$ cat src/rtl/sqrt_pkg.sv
// Shared types and default sizes for the square-root scheduler.
package sqrt_pkg;

  localparam int NBITSIN_DEF    = 32;
  localparam int FIFO_DEPTH_DEF = 4;

  typedef enum logic [2:0] {
    IDLE    = 3'd0,
    START   = 3'd1,
    RUN     = 3'd2,
    STOP    = 3'd3,
    CAPTURE = 3'd4,
    OUTPUT  = 3'd5
  } state_t;

endpackage

$ cat src/rtl/sqrt_sched_if.sv
// Operand and result handshake bundle for sqrt_sched.
// slave is the scheduler side, master is the upstream/downstream side.
interface sqrt_sched_if
  import sqrt_pkg::*;
#(
  parameter int NBITSIN = NBITSIN_DEF
);

  logic [NBITSIN-1:0]   in_data;
  logic                 in_valid;
  logic                 in_ready;
  logic [NBITSIN/2-1:0] out_data;
  logic                 out_valid;
  logic                 out_ready;

  modport master (
    output in_data, in_valid, out_ready,
    input  in_ready, out_data, out_valid
  );

  modport slave (
    input  in_data, in_valid, out_ready,
    output in_ready, out_data, out_valid
  );

endinterface

$ cat src/rtl/sqrt_fifo.sv
// Synchronous operand FIFO. Pointers carry one extra wrap bit so full and
// empty are told apart without a separate count. DEPTH must be a power of
// two and at least 2.
module sqrt_fifo #(
  parameter int WIDTH = 32,
  parameter int DEPTH = 4
) (
  input  logic             clock,
  input  logic             reset,
  input  logic             push,
  input  logic             pop,
  input  logic [WIDTH-1:0] din,
  output logic [WIDTH-1:0] dout,
  output logic             full,
  output logic             empty
);

  localparam int AW = $clog2(DEPTH);

  logic [WIDTH-1:0] mem [DEPTH];
  logic [AW:0]      wp;
  logic [AW:0]      rp;
  logic             wr_en;
  logic             rd_en;

  assign empty = (wp == rp);
  assign full  = (wp[AW] != rp[AW]) && (wp[AW-1:0] == rp[AW-1:0]);
  assign wr_en = push && !full;
  assign rd_en = pop && !empty;
  assign dout  = mem[rp[AW-1:0]];

  // Pointer update; a simultaneous push and pop moves both and keeps occupancy.
  always_ff @(posedge clock or negedge reset) begin
    if (!reset) begin
      wp <= '0;
      rp <= '0;
    end else begin
      if (wr_en) wp <= wp + (AW+1)'(1);
      if (rd_en) rp <= rp + (AW+1)'(1);
    end
  end

  // Storage write; contents need no reset since empty hides stale entries.
  always_ff @(posedge clock) begin
    if (wr_en) mem[wp[AW-1:0]] <= din;
  end

endmodule

$ cat src/rtl/sqrt_sched.sv
// Square-root core scheduler: buffers operands, sequences one core
// operation at a time (start pulse, fixed run time, stop pulse), captures
// the root and offers it downstream.
// Optional feature: define SQRT_SCHED_CHECK_EN to compile in a result
// checker that raises the sticky chk_err flag when r*r <= x < (r+1)^2 fails.
module sqrt_sched
  import sqrt_pkg::*;
#(
  parameter int NBITSIN    = NBITSIN_DEF,
  parameter int FIFO_DEPTH = FIFO_DEPTH_DEF
) (
  input  logic                 clock,
  input  logic                 reset,
  sqrt_sched_if.slave          bus,
  output logic                 core_start,
  output logic                 core_stop,
  output logic [NBITSIN-1:0]   core_xin,
  input  logic [NBITSIN/2-1:0] core_sqrt,
  output logic                 chk_err
);

  localparam int HW = NBITSIN / 2;
  localparam int CW = $clog2(HW);

  state_t             state;
  state_t             state_nxt;
  logic [CW-1:0]      cnt;
  logic               run_done;
  logic [NBITSIN-1:0] fifo_dout;
  logic               fifo_full;
  logic               fifo_empty;
  logic               push;
  logic               pop;
  logic               out_valid;
  logic [HW-1:0]      out_data_q;

  assign bus.in_ready  = !fifo_full;
  assign push          = bus.in_valid && !fifo_full;
  assign bus.out_valid = out_valid;
  assign bus.out_data  = out_data_q;
  assign run_done      = (cnt == CW'(HW - 1));

  sqrt_fifo #(
    .WIDTH (NBITSIN),
    .DEPTH (FIFO_DEPTH)
  ) u_fifo (
    .clock (clock),
    .reset (reset),
    .push  (push),
    .pop   (pop),
    .din   (bus.in_data),
    .dout  (fifo_dout),
    .full  (fifo_full),
    .empty (fifo_empty)
  );

  // State register.
  always_ff @(posedge clock or negedge reset) begin
    if (!reset) state <= IDLE;
    else        state <= state_nxt;
  end

  // Next-state logic: one operand walks through the full sequence at a time.
  always_comb begin
    state_nxt = state;
    case (state)
      IDLE:    if (!fifo_empty) state_nxt = START;
      START:   state_nxt = RUN;
      RUN:     if (run_done) state_nxt = STOP;
      STOP:    state_nxt = CAPTURE;
      CAPTURE: state_nxt = OUTPUT;
      OUTPUT:  if (bus.out_ready) state_nxt = IDLE;
      default: state_nxt = IDLE;
    endcase
  end

  // State-decoded outputs; the head is popped on the IDLE->START transition.
  always_comb begin
    pop        = 1'b0;
    core_start = 1'b0;
    core_stop  = 1'b0;
    out_valid  = 1'b0;
    case (state)
      IDLE:    pop        = !fifo_empty;
      START:   core_start = 1'b1;
      STOP:    core_stop  = 1'b1;
      OUTPUT:  out_valid  = 1'b1;
      default: ;
    endcase
  end

  // Operand latch, run counter and result capture.
  // core_xin only changes on a pop, so it holds from START through CAPTURE.
  always_ff @(posedge clock or negedge reset) begin
    if (!reset) begin
      core_xin   <= '0;
      cnt        <= '0;
      out_data_q <= '0;
    end else begin
      if (pop) core_xin <= fifo_dout;
      if (state == START)    cnt <= '0;
      else if (state == RUN) cnt <= cnt + CW'(1);
      if (state == CAPTURE) out_data_q <= core_sqrt;
    end
  end

`ifdef SQRT_SCHED_CHECK_EN
  // Two guard bits keep (r+1)^2 from overflowing for r = 2^HW - 1.
  function automatic logic root_ok(input logic [NBITSIN-1:0] x,
                                   input logic [HW-1:0]      r);
    logic [NBITSIN+1:0] rr;
    logic [NBITSIN+1:0] rp1;
    logic [NBITSIN+1:0] xx;
    rr  = {{(HW+2){1'b0}}, r};
    rp1 = rr + (NBITSIN+2)'(1);
    xx  = {2'b00, x};
    return ((rr * rr) <= xx) && (xx < (rp1 * rp1));
  endfunction

  logic chk_err_q;
  assign chk_err = chk_err_q;

  // Sticky check of the core result while it is being captured.
  always_ff @(posedge clock or negedge reset) begin
    if (!reset) chk_err_q <= 1'b0;
    else if ((state == CAPTURE) && !root_ok(core_xin, core_sqrt)) chk_err_q <= 1'b1;
  end
`else
  assign chk_err = 1'b0;
`endif

endmodule

$ cat src/flat_wrapper.sv
// flat-port wrapper written by rule: the top's interface ports become plain ports
module sqrt_sched_flat import sqrt_pkg::*;
#(
  parameter int NBITSIN    = NBITSIN_DEF,
  parameter int FIFO_DEPTH = FIFO_DEPTH_DEF
)
  (clock, reset, core_start, core_stop, core_xin, core_sqrt, chk_err, bus_in_data, bus_in_valid, bus_out_ready, bus_in_ready, bus_out_data, bus_out_valid);
  sqrt_sched_if #(.NBITSIN(NBITSIN)) bus_i ();
  input  logic clock;
  input  logic reset;
  output logic core_start;
  output logic core_stop;
  output logic [NBITSIN-1:0] core_xin;
  input  logic [NBITSIN/2-1:0] core_sqrt;
  output logic chk_err;
  input wire logic [$bits(bus_i.in_data)-1:0] bus_in_data;
  input wire logic [$bits(bus_i.in_valid)-1:0] bus_in_valid;
  input wire logic [$bits(bus_i.out_ready)-1:0] bus_out_ready;
  output wire logic [$bits(bus_i.in_ready)-1:0] bus_in_ready;
  output wire logic [$bits(bus_i.out_data)-1:0] bus_out_data;
  output wire logic [$bits(bus_i.out_valid)-1:0] bus_out_valid;
  assign bus_i.in_data = bus_in_data;
  assign bus_i.in_valid = bus_in_valid;
  assign bus_i.out_ready = bus_out_ready;
  assign bus_in_ready = bus_i.in_ready;
  assign bus_out_data = bus_i.out_data;
  assign bus_out_valid = bus_i.out_valid;
  sqrt_sched #(.NBITSIN(NBITSIN), .FIFO_DEPTH(FIFO_DEPTH)) u_core (.clock(clock), .reset(reset), .bus(bus_i), .core_start(core_start), .core_stop(core_stop), .core_xin(core_xin), .core_sqrt(core_sqrt), .chk_err(chk_err));
endmodule
$ cat config.mk
export PLATFORM = sky130hd
export DESIGN_NAME = sqrt_sched_flat
export DESIGN_NICKNAME = d
export VERILOG_FILES = /design/src/rtl/sqrt_pkg.sv /design/src/rtl/sqrt_sched_if.sv /design/src/rtl/sqrt_fifo.sv /design/src/rtl/sqrt_sched.sv /design/src/flat_wrapper.sv
export SDC_FILE = /design/constraint.sdc
export NUM_CORES = 1
export LEC_CHECK = 0
export ABC_AREA = 0
export ABC_CLOCK_PERIOD_IN_PS = 4200
export BUFFER_PORTS_ARGS = -buffer_cell sky130_fd_sc_hd__buf_2
export CORE_MARGIN = 2
export CORE_UTILIZATION = 50
export DETAILED_ROUTE_END_ITERATION = 6
export PLACE_DENSITY = 0.67
export SYNTH_ARGS = -nofsm -noshare
export SYNTH_HDL_FRONTEND = slang
export SYNTH_SLANG_ARGS = --single-unit
$ cat constraint.sdc
create_clock -name clock -period 4.2 [get_ports clock]
set_input_delay 0.42 -clock clock [delete_from_list [all_inputs] [get_ports clock]]
set_output_delay 0.42 -clock clock [all_outputs]
set_load 0.02 [all_outputs]
==> results of run 1 <==
==> worst max-delay path, delay by kind of cell, from the launching register on <==
kind / cells / cell delay [ps]
AOI/OAI and AO/OA: 1 / 830
DFF: 1 / 400
buffers and inverters: 1 / 400
muxes: 1 / 320
xor gates and xnor gates: 1 / 450
==> registers in the layout, indices dropped and copies added (netlist names) <==
signal and cells:
u_core.u_fifo.wp 3, u_core.u_fifo.mem 128, u_core.core_xin 32, u_core.state 3, u_core.bus.out_data 16, u_core.u_fifo.rp 3
u_core.cnt 4
==> placed cells by master (no fill, tap or decap), drive strengths merged, types with 2 or more instances in the layout <==
| cell | count |
|---|---|
| edfxtp | 128 |
| buf | 108 |
| dfrtp | 61 |
| mux2 | 50 |
| mux4 | 32 |
| clkbuf | 24 |
| o21ai | 6 |
| ha | 6 |
| xor2 | 5 |
| xnor2 | 5 |
| nand2 | 5 |
| inv | 5 |
| clkinv | 5 |
| nor2 | 4 |
| a21oi | 4 |
| nor3b | 3 |
| and2 | 3 |
| and3 | 2 |
| nor4b | 2 |
| bufinv | 2 |
| a31oi | 2 |
==> cell families (layout without fill, tap and decap cells) <==
group                    Yosys count  count (layout)  share of synthesized area
XOR/XNOR                          10              10                     0.0119
AND/OR/NAND/NOR                   24              24                     0.0186
buffers and inverters             22             144                     0.0193
adder cells (fa/ha/maj)            6               6                     0.0102
AO/OA/AOI/OAI                     20              20                     0.0176
other                              1               1                   0.000511
flip-flops                       189             189                      0.732
multiplexers                      82              82                      0.190
==> area by class of cell <==
type	count	area, µm²	share of cell area
clock buffer	24	462	0.0539
clock inverter	8	91.3	0.0107
inverter	4	15.0	0.00175
multi-input combinational	143	1840	0.215
sequential	189	5370	0.627
tap	184	230	0.0269
timing repair buffer	108	553	0.0645
==> per-stage QoR <==
step,worst slack [ps],power [µW]
2_1_floorplan,1210,4840
3_3_place_gp,1710,5410
3_5_place_dp,1650,5480
4_1_cts,1640,7000
5_1_grt,1490,7280
6_report,1680,6910
==> power by group through the flow <==
stage,Clock [µW],Combinational (µW),Sequential [µW]
2_1_floorplan,0,1690,3150
3_3_place_gp,0,2510,2910
3_5_place_dp,0,2550,2940
4_1_cts,1540,2550,2910
5_1_grt,1620,2690,2970
6_report,1510,2490,2910
==> final timing paths <==
kind / startpoint / end / slack (ps) / cells after the start
min in group clock: bus_in_data[6] / u_core.u_fifo.mem[3][6]$_DFFE_PP_ / 210 / 1
worst max register to register: u_core.u_fifo.wp[2]$_DFFE_PN0N_ / u_core.core_xin[3]$_DFFE_PN0P_ / 1680 / 4
worst min-delay path: reset / u_core.cnt[2]$_DFFE_PN0P_ / 100 / 1
worst max-delay path: u_core.u_fifo.wp[2]$_DFFE_PN0N_ / u_core.core_xin[3]$_DFFE_PN0P_ / 1680 / 4
worst min register to register: u_core.u_fifo.rp[2]$_DFFE_PN0P_ / u_core.u_fifo.rp[2]$_DFFE_PN0P_ / 490 / 1
max in group asynchronous: reset / u_core.core_xin[11]$_DFFE_PN0P_ / 3240 / 2
==> layer usage <==
metal	track usage	routed length (µm)	share of wire
met1	0.219	5580	0.44
met5	0	0	0
met4	0.0588	164	0.013
met3	0.0518	636	0.050
met2	0.280	6210	0.49
==> results.txt, run 1 <==
Status - finished clean
Crit-path slowest cell - o311a_2
Via count - 3556
TritonCTS clock tree - yes
Sequential power share - 0.421
Post-route DRC violation count - 0
Max Slew Vio Count - 0
Final setup vio count - 0
Total track usage - 0.171
RSZ-0062 raised after global routing - false
Internal cell power - 4720 µW
Worst-path clk slew - 60 ps
Leak - 0.00331 µW
Slew HR - 0.153
Clock skew - 13.9 ps
Clk sinks - 189
CP peak stage delay - 830 ps
Count leader, synth - edfxtp_1
Post-route insts no fill - 660
Post-synth top area share - 0.524
Peak VDD IR - 0.365 mV
Yosys cell types - 37
Design area - 0.00857 mm²
Crit-path cells - xor2_1 > o311a_2 > buf_4 > mux2_4
Max clock buf depth - 2
Net count, final - 521
Hold WS - 103 ps
DRT iter0 DRCs - 226
Post-synthesis cell count - 354
Crit share post-route - 0.600
Die height - 125 µm
HPWL after detailed placement - 7630 µm
Final wirelength - 12600 µm
Total core area - 0.0144 mm²
Logic gate share of total power - 0.361
Placed Area - 0.00802 mm²
Max Cap Violations - 0
Initial antenna violation count - 0
Routability congestion estimate - 0.738
Top Ports - 105
CP max FO - 23
Fillers - 1123
Yosys warns - 0
PD cells - 806 mW/mm²
Critical Path RT - 4510 ps
Clk root buf - clkbuf_16
TritonCTS Buffers - 17
CP Capture Type - flop
Setup_tns - 0 ps
First drt pass iteration count - 4
Die W - 125 µm
Syn nets - 412
Area contributors post-synth - edfxtp_1, dfrtp_1, mux4_2, mux2_4, mux2_2
First-pass GRT wire length - 20000 µm
Max frequency - 397 MHz
Layout cell share with drive strength beyond 1 - 0.466
Ys flop type - edfxtp_1
Sw Ratio - 0.317
Vias in the first global route - 3760
Startpoint types - flop
Clock network fraction of total power - 0.218
Initial core utilization - 0.509
Mean Syn Cell Area - 20.7 µm²
Gates resized, CTS repair - 0
Fin crit period - 2520 ps
Psw - 2190 µW
Post-synthesis sequential area ratio - 0.732
Htree depth - 4
Async set-reset flop share out of synthesis - 0.323
Final ANT Viol Nets - 0
EDFF count, synth - 128
Yosys reg bits - 189
Layout area overhead - 16.8%
Vias per cell - 5.39
Fin util - 0.594
Hold violation count in the final report - 0
Core Rows - 44
Setup CP Type - flop to flop
WL/cell - 19.1 µm
Synth area leader - edfxtp_1
Die area - 0.0157 mm²
Critical path arrival - 2830 ps
Antenna cells - 0
Top post-synthesis cells by count - edfxtp_1, dfrtp_1, mux4_2
Worst Hold Class - input port to async pin
Tightest Pin Transition - 1270 ps
Largest net degree at the start of global routing - 37
Total global routing overflow - 0
Cts-stage hold buffer count - 0
Port Buffers - 103
Setup Fix Bufs, Post-CTS - 0
Clock Latency Late Sink - 430 ps
Area of the mapped netlist - 0.00734 mm²
Placed cell count - 628
(Power assumes the default switching activity.)
==> inputs of run 2 (changes only) <==
Settings changed: ABC_CLOCK_PERIOD_IN_PS 4200 to 2000, PLACE_DENSITY 0.67 to 0.7.
Clock period 4.2 ns to 2 ns, I/O delays scaled along.
==> run 2 against run 1 <==
  * Worst setup slack lost 1500 ps
  * Wire length grew 8.0%
  * Final cell count grew 10%
  * Power grew 120%
  * Maximum frequency grew 36%
  * Clock skew shrank 5.1 ps
  * Clock power grew 120%
  * Count of clock-buffer cells in the layout shrank 3
  * Worst hold slack gained 88 ps
  * Die area is the same
==> results.txt, run 2 (synthesized netlist as in run 1, its figures left out) <==
Post-route insts no fill - 728
Antenna cells - 0
Die area - 0.0157 mm²
Total track usage - 0.187
Most common cell after layout, fill and taps aside - edfxtp_1
Setup_tns - 0 ps
PD cells - 1620 mW/mm²
Setup CP Type - flop to flop
WL/cell - 18.7 µm
Largest net degree at the start of global routing - 62
Worst reg2reg endpoint - u_core.u_fifo.mem[0][7]$_DFFE_PP_
Clk sinks - 189
CP peak stage delay - 420 ps
Fin crit period - 1850 ps
Fillers - 968
Path depth of the worst reg2reg path - 4
Routability congestion estimate - 0.715
Net count, final - 589
Port Buffers - 103
Design area - 0.00936 mm²
Vias in the first global route - 4093
Top Ports - 105
Reg2Reg Setup Slack - 150 ps
Reg2reg start - u_core.u_fifo.wp[2]$_DFFE_PN0N_
First-pass GRT wire length - 22200 µm
Most frequent cells in the layout - edfxtp_1, buf_2, dfrtp_1
Vias per cell - 5.21
Layout area overhead - 27.6%
Htree depth - 4
Largest register FFs - 128
Max Slew Vio Count - 0
CP Capture Type - flop
Worst Hold Class - input port to flop
Worst hold path depth - 4
CP delay by family, top - flip-flops
Placed Area - 0.00826 mm²
Hold violation count in the final report - 0
Clock skew - 8.81 ps
Status - finished clean
Crit-path slowest cell - dfrtp_1
WP buf/inv - 1
Via count - 3791
Final setup vio count - 0
Peak VDD IR - 0.806 mV
TritonCTS Buffers - 17
Startpoint types - flop
CP max FO - 26
Initial core utilization - 0.509
Layout cell share with drive strength beyond 1 - 0.458
Tot Pwr - 15200 µW
Worst-path clk slew - 70 ps
Clk root buf - clkbuf_16
Max clock buf depth - 2
Worst Hold End - u_core.u_fifo.wp[0]$_DFFE_PN0N_
RSZ-0062 raised after global routing - false
Max frequency - 541 MHz
First drt pass iteration count - 4
Die height - 125 µm
DRT iter0 DRCs - 256
Placed cell count - 646
Final wirelength - 13600 µm
Critical Path RT - 2120 ps
Clock Latency Late Sink - 430 ps
TritonCTS clock tree - yes
Core Rows - 44
Leak - 0.00366 µW
Worst hold start - bus_in_valid
Total global routing overflow - 0
Die W - 125 µm
Final ANT Viol Nets - 0
Total core area - 0.0144 mm²
Initial antenna violation count - 0
Max Cap Violations - 0
Crit-path cells - xor2_2 > a31oi_1 > and2_2 > buf_12
Critical path arrival - 1970 ps
Post-route DRC violation count - 0
Crit share post-route - 0.924
HPWL after detailed placement - 8330 µm
Fin util - 0.649
## run 2: changes by cell type in the layout (fill, tap and decap cells not counted), moves of 2 or more
cell,previous run,this run
clkinv_1,2,0
clkbuf_8,1,4
dlygate4sd3_1,0,50
clkinv_4,0,5
buf_4,5,14
clkbuf_1,6,0
buf_12,0,9
## run 2: worst reg2reg max path: stages (launching register included)
cell and delay (ps):
dfrtp_1 420, xor2_2 240, a31oi_1 400, and2_2 270, buf_12 210
## run 2: worst max path at each step
| stage | slack, ps | end | from | depth (start not counted) |
|---|---|---|---|---|
| 2_1_floorplan | -210 | u_core.u_fifo.mem[3][0]$_DFFE_PP_ | u_core.u_fifo.rp[1]$_DFFE_PN0P_ | 3 |
| 6_report | 150 | u_core.u_fifo.mem[0][7]$_DFFE_PP_ | u_core.u_fifo.wp[2]$_DFFE_PN0N_ | 4 |
| 4_1_cts | 20 | u_core.u_fifo.mem[0][7]$_DFFE_PP_ | u_core.u_fifo.wp[2]$_DFFE_PN0N_ | 4 |
| 3_3_place_gp | 130 | u_core.u_fifo.mem[0][1]$_DFFE_PP_ | u_core.u_fifo.wp[2]$_DFFE_PN0N_ | 4 |
| 5_1_grt | 90 | u_core.u_fifo.mem[0][6]$_DFFE_PP_ | u_core.u_fifo.wp[2]$_DFFE_PN0N_ | 4 |
| 3_5_place_dp | 70 | u_core.u_fifo.mem[0][7]$_DFFE_PP_ | u_core.u_fifo.wp[2]$_DFFE_PN0N_ | 4 |
## run 2: final cells by class
class,count,area (µm²),area share
Inverter,4,15.0,0.00160
Tap cell,184,230,0.0246
Timing Repair Buffer,176,1300,0.139
Sequential cell,189,5370,0.574
Clock buffer,21,480,0.0513
Multi-Input combinational cell,143,1850,0.198
Clock inverter,11,106,0.0114
## run 2: metrics by stage
step           setup slack, ps  hold WS [ps]
6_report                   153           192
5_1_grt                   90.2           208
4_1_cts                   17.9          2.21
3_5_place_dp              72.0           250
3_3_place_gp               126           246
2_1_floorplan             -209         -95.6
## run 2: power by group
part | internal, µW | leakage (µW) | total (µW) | switching (µW)
Combinational | 2980 | 0.00147 | 5840 | 2860
Clock | 1860 | 0.000294 | 3290 | 1430
Sequential | 5500 | 0.00190 | 6070 | 571
## run 2: layer usage
metal	part of all wire	global-route usage
met5	0	0
met4	0.0071	0.0471
met3	0.056	0.0599
met2	0.49	0.303
met1	0.45	0.248
## run 2: timing repair
item | 4_1_cts | 5_1_grt
setup buffers | 0 | 0
endpoints found under the hold margin | 205 | 1
endpoints found under the setup margin | 0 | 109
gates resized for setup | 0 | 1
hold buffers | 49 | 1
